===== src/rtl/difftest_step_batcher.sv =====
// rtl/difftest_step_batcher.sv - batches DUT commit counts into endpoint steps with flush, timeout and exit drain
// Optional statistics counters: define DIFFTEST_STEP_BATCH_STATS_EN.
module difftest_step_batcher #(
  parameter int STEP_W  = 8,
  parameter int CNT_W   = 4,
  parameter int BATCH   = 32,
  parameter int TIMEOUT = 1000
) (
  input  logic              clock,
  input  logic              reset,
  input  logic              in_commit_valid,
  input  logic [CNT_W-1:0]  in_commit_cnt,
  input  logic              in_flush,
  input  logic [63:0]       in_exit,
  output logic [STEP_W-1:0] out_step,
  output logic [63:0]       out_exit,
  output logic              out_busy
`ifdef DIFFTEST_STEP_BATCH_STATS_EN
  ,
  output logic [63:0]       stat_batches,
  output logic [63:0]       stat_timeouts
`endif
);

  localparam int ACC_W = STEP_W + 1;
  localparam logic [ACC_W-1:0] STEP_MAX = {1'b0, {STEP_W{1'b1}}};
  localparam logic [ACC_W-1:0] BATCH_V  = ACC_W'(BATCH);
  localparam logic [31:0]      TO_LAST  = 32'(TIMEOUT - 1);
  localparam bit               TO_EN    = (TIMEOUT != 0);

  typedef enum logic [1:0] {S_IDLE, S_ACCUM, S_DRAIN, S_DONE} state_t;

  state_t            state_q, state_d;
  logic [ACC_W-1:0]  acc_q, acc_d;
  logic [31:0]       timer_q, timer_d;
  logic [63:0]       exit_q, exit_d;
  logic [STEP_W-1:0] step_q, step_d;

  logic [ACC_W-1:0]  sum, src, emit_val;
  logic              exiting, hit_batch, hit_flush, hit_timeout, emit;

  assign sum      = acc_q + (in_commit_valid ? ACC_W'(in_commit_cnt) : '0);
  // DRAIN empties what is already held; the live inputs are ignored there
  assign src      = (state_q == S_DRAIN) ? acc_q : sum;
  assign emit_val = (src > STEP_MAX) ? STEP_MAX : src;

  assign exiting     = (in_exit != 64'd0);
  assign hit_batch   = (sum >= BATCH_V);
  assign hit_flush   = (in_flush || exiting) && (sum != '0);
  assign hit_timeout = TO_EN && (timer_q == TO_LAST) && (acc_q != '0);

  always_comb begin
    state_d = state_q;
    acc_d   = acc_q;
    timer_d = timer_q;
    exit_d  = exit_q;
    step_d  = '0;
    emit    = 1'b0;
    case (state_q)
      S_IDLE, S_ACCUM: begin
        emit = hit_batch || hit_flush || hit_timeout;
        if (emit) begin
          step_d  = emit_val[STEP_W-1:0];
          acc_d   = sum - emit_val;
          timer_d = '0;
        end else begin
          acc_d = sum;
          if (sum == '0)
            timer_d = '0;
          else if (state_q == S_ACCUM && timer_q != '1)
            timer_d = timer_q + 32'd1;
        end
        if (exiting) begin
          exit_d  = in_exit;
          state_d = S_DRAIN;
        end else begin
          state_d = (acc_d != '0) ? S_ACCUM : S_IDLE;
        end
      end
      S_DRAIN: begin
        timer_d = '0;
        if (acc_q == '0) begin
          state_d = S_DONE;
        end else begin
          emit   = 1'b1;
          step_d = emit_val[STEP_W-1:0];
          acc_d  = acc_q - emit_val;
        end
      end
      S_DONE: begin
      end
      default: state_d = S_IDLE;
    endcase
  end

  always_ff @(posedge clock or posedge reset) begin
    if (reset) begin
      state_q <= S_IDLE;
      acc_q   <= '0;
      timer_q <= '0;
      exit_q  <= '0;
      step_q  <= '0;
    end else begin
      state_q <= state_d;
      acc_q   <= acc_d;
      timer_q <= timer_d;
      exit_q  <= exit_d;
      step_q  <= step_d;
    end
  end

  assign out_step = step_q;
  assign out_exit = (state_q == S_DONE) ? exit_q : 64'd0;
  assign out_busy = (state_q == S_ACCUM) || (state_q == S_DRAIN);

`ifdef DIFFTEST_STEP_BATCH_STATS_EN
  logic [63:0] stat_batches_q, stat_batches_d;
  logic [63:0] stat_timeouts_q, stat_timeouts_d;
  logic        timeout_only;

  assign timeout_only = emit && hit_timeout && !hit_batch && !hit_flush &&
                        ((state_q == S_IDLE) || (state_q == S_ACCUM));

  always_comb begin
    stat_batches_d  = stat_batches_q;
    stat_timeouts_d = stat_timeouts_q;
    if (emit)
      stat_batches_d = stat_batches_q + 64'd1;
    if (timeout_only)
      stat_timeouts_d = stat_timeouts_q + 64'd1;
  end

  always_ff @(posedge clock or posedge reset) begin
    if (reset) begin
      stat_batches_q  <= '0;
      stat_timeouts_q <= '0;
    end else begin
      stat_batches_q  <= stat_batches_d;
      stat_timeouts_q <= stat_timeouts_d;
    end
  end

  assign stat_batches  = stat_batches_q;
  assign stat_timeouts = stat_timeouts_q;
`endif

endmodule


===== config.mk =====
export PLATFORM = sky130hd
export DESIGN_NAME = difftest_step_batcher
export DESIGN_NICKNAME = d
export VERILOG_FILES = /design/src/rtl/difftest_step_batcher.sv
export SDC_FILE = /design/constraint.sdc
export NUM_CORES = 1
export LEC_CHECK = 0
export ABC_AREA = 1
export ABC_CLOCK_PERIOD_IN_PS = 3600
export BUFFER_PORTS_ARGS = -buffer_cell sky130_fd_sc_hd__buf_2
export CORE_AREA = 2 2 126 128
export DETAILED_ROUTE_END_ITERATION = 6
export DIE_AREA = 0 0 128 130
export GPL_TIMING_DRIVEN = 0
export PLACE_DENSITY = 0.78
export SYNTH_ARGS = -nofsm -noshare
export SYNTH_HDL_FRONTEND = slang
export SYNTH_SLANG_ARGS = --single-unit

===== constraint.sdc =====
create_clock -name clock -period 3.6 [get_ports clock]
set_input_delay 0.72 -clock clock [delete_from_list [all_inputs] [get_ports clock]]
set_output_delay 0.72 -clock clock [all_outputs]
set_load 0.005 [all_outputs]

=== After elaboration in Yosys (flattened, before gate mapping) ===
Cells that the tools add are included.

* Bits in registers: 115
* Bits of input ports: 72
* Output and inout port bits: 73
* Word-level logic and storage cells: 58

* Add/subtract/negate cells: 4
* Order comparisons: 2
* Eq/ne operators: 8
* Multiplexer cells: 19
* Reductions and logical operators: 20

{| class="wikitable"
|+ Operators with widths
! operator !! count
|-
| 32-bit two-way mux || 3
|-
| 64-bit two-way mux || 1
|-
| 32-bit case mux with 2 select lines || 1
|-
| 64-bit nonzero test || 1
|-
| 9-bit two-way mux || 5
|-
| 32-bit by 1-bit adder with 32-bit output (second input constant) || 1
|-
| 32-bit by 10-bit == test with 1-bit output (second input constant) || 1
|-
| 32-bit != test (second input constant) || 1
|-
| 9-bit nonzero test || 3
|-
| 9-bit zero test || 2
|-
| 9-bit case mux with 2 select lines || 1
|-
| 9-bit subtractor || 2
|-
| 8-bit two-way mux || 2
|-
| 8-bit case mux with 2 select lines || 1
|-
| 9-bit by 4-bit adder with 9-bit output || 1
|-
| 9-bit by 6-bit >= comparator with 1-bit output (second input constant) || 1
|-
| 9-bit by 8-bit > comparator with 1-bit output (second input constant) || 1
|-
| 2-bit AND reduction || 4
|-
| 2-bit == test (second input constant) || 2
|-
| 1-bit logical OR || 4
|-
| 2-bit two-way mux || 2
|-
| 4-bit two-way mux || 1
|-
| 4-bit != test (second input constant) || 1
|-
| 2-bit case mux with 2 select lines || 1
|-
| 8 further kinds || 10
|}

=== Longest topological paths before layout ===
* Depth after elaboration: 12
* Gate-level depth with buffers: 31

=== Worst setup path after synthesis ===
No wires, ideal clock.

* Path type: in2reg
* From: in in_commit_cnt[0]
* To: reg state_q[0]
* Library setup time: 0.124 ns
* Arrival: 3.781 ns
* Required time: 3.476 ns
* Path slack: -0.305 ns
* Cell stages on the path: 26
* Path buffers: 0
* Cell sequence: nand2_1 -> inv_1 -> ha_1 -> fa_1 -> nand3_1 -> nand2_1 -> nand2_1 -> nand2_1 -> nand2_2 -> nand2_1 -> o21ai_2 -> inv_1 -> nor2_1 -> ha_1 -> nand2_1 -> nor2_1 -> a211oi_1 -> o21ai_0 -> nand3_1 -> nand2_1 -> nand2_1 -> nand3b_1 -> nand3_1 -> nand3_1 -> nand2_1 -> a21oi_2

* Cells in the longest elaborated chain, start to end: 12

{| class="wikitable"
|+ Ends and longest elaborated chain
! element !! line !! text
|-
| start, declared || 12 || <nowiki>input logic [CNT_W-1:0] in_commit_cnt,</nowiki>
|-
| 4-bit two-way mux (*) || 42 || <nowiki>assign sum = acc_q + (in_commit_valid ? ACC_W'(in_commit_cnt) : '0);</nowiki>
|-
| 9-bit by 4-bit adder with 9-bit output (*) || 42 ||
|-
| 9-bit two-way mux or 9-bit nonzero test (tied branches) || 44, 49 ||
|-
| 9-bit by 8-bit > comparator with 1-bit output or 1-bit logical AND (tied branches) || 45, 49 ||
|-
| 9-bit two-way mux or 1-bit logical OR (tied branches) || 45, 61 ||
|-
| 9-bit subtractor or 1-bit logical OR (tied branches) || 64, 61 ||
|-
| 9-bit two-way mux (*) || 62 || <nowiki>if (emit) begin</nowiki>
|-
| 9-bit two-way mux (*) || 59 || <nowiki>case (state_q)</nowiki>
|-
| 9-bit nonzero test (*) || 77 || <nowiki>state_d = (acc_d != '0) ? S_ACCUM : S_IDLE;</nowiki>
|-
| 1-bit two-way mux (*) || 77 ||
|-
| 2-bit two-way mux (*) || 73 || <nowiki>if (exiting) begin</nowiki>
|-
| 2-bit case mux with 2 select lines (*) || 59 ||
|-
| end signal, assigned || 104 || <nowiki>state_q <= state_d;</nowiki>
|-
| end, declared || 33 || <nowiki>state_t state_q, state_d;</nowiki>
|}

Mark *: on every way between the ends. The rest lies on a longest branch, timed or not. The select of a mux whose other input is x is not followed.
A chain may end at the register's enable or synchronous reset.

=== Final worst setup path ===
* From: in in_commit_valid
* To: reg state_q[0]

* Cells in the longest elaborated chain, start to end: 12

{| class="wikitable"
|+ Ends and longest elaborated chain
! element !! line !! text
|-
| start, declared || 11 || <nowiki>input logic in_commit_valid,</nowiki>
|-
| 4-bit two-way mux (*) || 42 ||
|-
| 9-bit by 4-bit adder with 9-bit output (*) || 42 ||
|-
| 9-bit two-way mux or 9-bit nonzero test (tied branches) || 44, 49 ||
|-
| 9-bit by 8-bit > comparator with 1-bit output or 1-bit logical AND (tied branches) || 45, 49 ||
|-
| 9-bit two-way mux or 1-bit logical OR (tied branches) || 45, 61 ||
|-
| 9-bit subtractor or 1-bit logical OR (tied branches) || 64, 61 ||
|-
| 9-bit two-way mux (*) || 62 ||
|-
| 9-bit two-way mux (*) || 59 ||
|-
| 9-bit nonzero test (*) || 77 ||
|-
| 1-bit two-way mux (*) || 77 ||
|-
| 2-bit two-way mux (*) || 73 ||
|-
| 2-bit case mux with 2 select lines (*) || 59 ||
|}

Marked as above.

==> results.sh <==
export IMPL_die_y_um=130
export IMPL_drt_iter0_drc=878
export IMPL_dieArea_sq_um=16600
export IMPL_vias_per_cell=5.35
export IMPL_start_util=0.495
export IMPL_clockBufferDepth=2
export IMPL_path_class="primary input to register"
export IMPL_totalPowerFinal_mw=3.56
export IMPL_power_net_switching_mw=0.968
export IMPL_gr_usage_all_layers=0.265
export IMPL_post_synth_num_cell_types=42
export IMPL_grt_antenna_before_repair=0
export IMPL_worstHoldPathType="primary input to asynchronous set/reset pin"
export IMPL_cts_sinks=115
export IMPL_critPathLaunchType="primary input"
export IMPL_tritoncts="done"
export IMPL_worst_slew_pin_transition_ps=790
export IMPL_detailedPlacementHpwl_mm=16.2
export IMPL_synthToLayoutAreaGrowth_pct=25.8
export IMPL_power_density_relative_to_cell_area_nw_per_um2=370
export IMPL_number_of_warning_messages_in_the_yosys_log=0
export IMPL_avgRoutedWirePerCell_um=15.4
export IMPL_setup_slack_ps=-19.1
export IMPL_overflow=0
export IMPL_grt_start_max_net_pins=42
export IMPL_critPathTopFamily="adder cells"
export IMPL_cts_clk_slew_worst_paths_ps=60
export IMPL_std_cell_rows=46
export IMPL_crit_path_end_kind="register"
export IMPL_fillCellCount=1274
export IMPL_synthesis_instances=1051
export IMPL_first_global_vias=7308
export IMPL_netlist_area_sq_um=7640
export IMPL_worst_endpoint_arrival_ps=3920
export IMPL_final_antenna_net_count=0
export IMPL_antenna_cells=0
export IMPL_clkPwrFrac=0.494
export IMPL_drtPass1Iterations=6
export IMPL_tritoncts_num_buffers=17
export IMPL_layout_worst_path_cycle_share=1.01
export IMPL_outcome="complete, but fails checks"
export IMPL_global_route_wire_length_before_repair_mm=35.2
export IMPL_power_share_combinational=0.143
export IMPL_maxClockFrequency_mhz=276
export IMPL_critical_path_slowest_cell="fa_2"
export IMPL_worst_ir_drop_on_vdd_mv=0.322
export IMPL_gp_weighted_congestion=0.955
export IMPL_drt_drc_violations_left=0
export IMPL_finish_utilization=0.623
export IMPL_cp_buffers_inverters=6
export IMPL_fin_max_slew_vios=0
export IMPL_core_sq_um=15400
export IMPL_maximum_capacitance_violations=0
export IMPL_whs_ps=432
export IMPL_fin_nets=1331
export IMPL_p_seq_frac=0.363
export IMPL_violations="negative setup slack"
export IMPL_final_non_filler_cell_total=1436
export IMPL_synth_ff_type="dfrtp_1"
export IMPL_setup_total_negative_slack_ps=-19.1
export IMPL_layout_cells_most_common_list="nand2_1 (270), inv_1 (163), buf_2 (147)"
export IMPL_final_layout_size_suffix_gt1_frac=0.258
export IMPL_htree_num_levels=4
export IMPL_worst_endpoint_required_ps=3900
export IMPL_synth_largest_area_cell="dfrtp_1"
export IMPL_synth_area_leaders="dfrtp_1 (38%), nand2_1 (14%), inv_1 (8.3%), nor2_1 (4.7%), mux2_2 (4.4%)"
export IMPL_mappedNetlistNets=1151
export IMPL_cts_hold_fix_buffers=0
export IMPL_ioPinCount=145
export IMPL_leakage_nw=5.51
export IMPL_ys_seq_elements=115
export IMPL_critical_path_max_stage_delay_ps=410
export IMPL_netlist_area_leader_share=0.377
export IMPL_synth_edff_count=0
export IMPL_dp_cells=1389
export IMPL_timing_max_slew_rel_slack=0.472
export IMPL_switching_share=0.272
export IMPL_clk_latency_ps=420
export IMPL_rsz_0062_raised_after_global_routing="yes"
export IMPL_async_flop_share=1.00
export IMPL_routed_via_count=7684
export IMPL_critical_path_peak_fanout=5
export IMPL_finalSetupViolCount=1
export IMPL_port_buffer_count=144
export IMPL_hold_violations=0
export IMPL_synthesis_area_per_instance_sq_um=7.27
export IMPL_finalWirelength_mm=22.1
export IMPL_layout_cells_most_common="nand2_1"
export IMPL_fin_crit_ps=3620
export IMPL_chipWidth_um=128
export IMPL_synth_seq_area_share=0.377
export IMPL_clock_root_buffer="clkbuf_16"
export IMPL_p_int_mw=2.59
export IMPL_fin_worst_skew_ps=10.2
## cells by family after synthesis
logic type | synth area share
xor+xnor | 0.0332
mux | 0.0442
buf+inv | 0.111
flops | 0.377
simple gates | 0.293
fa+ha+maj | 0.0488
compound gates | 0.0932
## what timing repair did
item                       in CTS  in global routing
pin swaps                       7                 15
buffers inserted                5                 10
resized for setup              15                 30
setup endpoints to repair       5                  5
## layer usage
| layer | global-route usage | vias to the layer above | wire length [um] |
|---|---|---|---|
| met4 | 0.0995 | 0 | 708 |
| met3 | 0.0451 | 67 | 1600 |
| met2 | 0.447 | 371 | 10500 |
| met5 | 0 | - | 0 |
| li1 | - | 3685 | - |
| met1 | 0.345 | 3561 | 9360 |
## metrics by stage
stage / area (sq um) / setup slack [ps]
floorplan: 7710 / -143
global placement: 8680 / -626
detailed placement: 8720 / -676
CTS: 9430 / 4.67
global route: 9610 / -160
finish: 9610 / -19.1
## power groups by stage
stage / combinational [mW] / sequential [mW] / clock, mW
global placement: 0.394 / 1.32 / 0
finish: 0.508 / 1.29 / 1.76
global route: 0.551 / 1.29 / 1.82
CTS: 0.446 / 1.29 / 1.76
floorplan: 0.290 / 1.32 / 0
detailed placement: 0.412 / 1.32 / 0
## sequential cells by signal, summed over array words and instances, names as in the netlist
| register | cells |
|---|---|
| exit_q | 64 |
| state_q | 2 |
| timer_q | 32 |
| out_step | 8 |
| acc_q | 9 |
## cell usage after synthesis (4+ instances only)
cell,count
buf_2,4
o21ai_0,67
dfrtp_1,115
o21ai_2,12
nand3_1,59
clkbuf_1,21
nor2_1,95
nand2_2,8
nor4_1,7
inv_1,170
mux2_2,30
nand2_1,276
xor2_1,21
buf_6,5
nand4_1,16
xnor2_1,8
a21oi_1,25
ha_1,25
inv_2,8
nor3_1,31
o21ai_1,5
## area by class of cell
type / count / area [sq um] / area share
multi-input combinational: 723 / 4130 / 0.430
inverter: 178 / 674 / 0.0702
clock buffer: 18 / 429 / 0.0447
timing repair buffer: 161 / 893 / 0.0930
tap: 192 / 240 / 0.0250
buffer: 35 / 185 / 0.0193
clock inverter: 14 / 178 / 0.0185
sequential: 115 / 2880 / 0.299
## path summary, 6_finish.rpt
kind | from | to | slack [ps] | depth (start not counted)
max in group asynchronous | reset | out_step[5] | 2230 | 4
max reg2reg | acc_q[2] | state_q[0] | -10 | 25
min | reset | exit_q[36] | 430 | 2
max | in_commit_valid | state_q[0] | -20 | 28
min reg2reg | exit_q[62] | exit_q[62] | 490 | 2
min in group clock | exit_q[62] | exit_q[62] | 490 | 2
(Power assumes the default switching activity.)
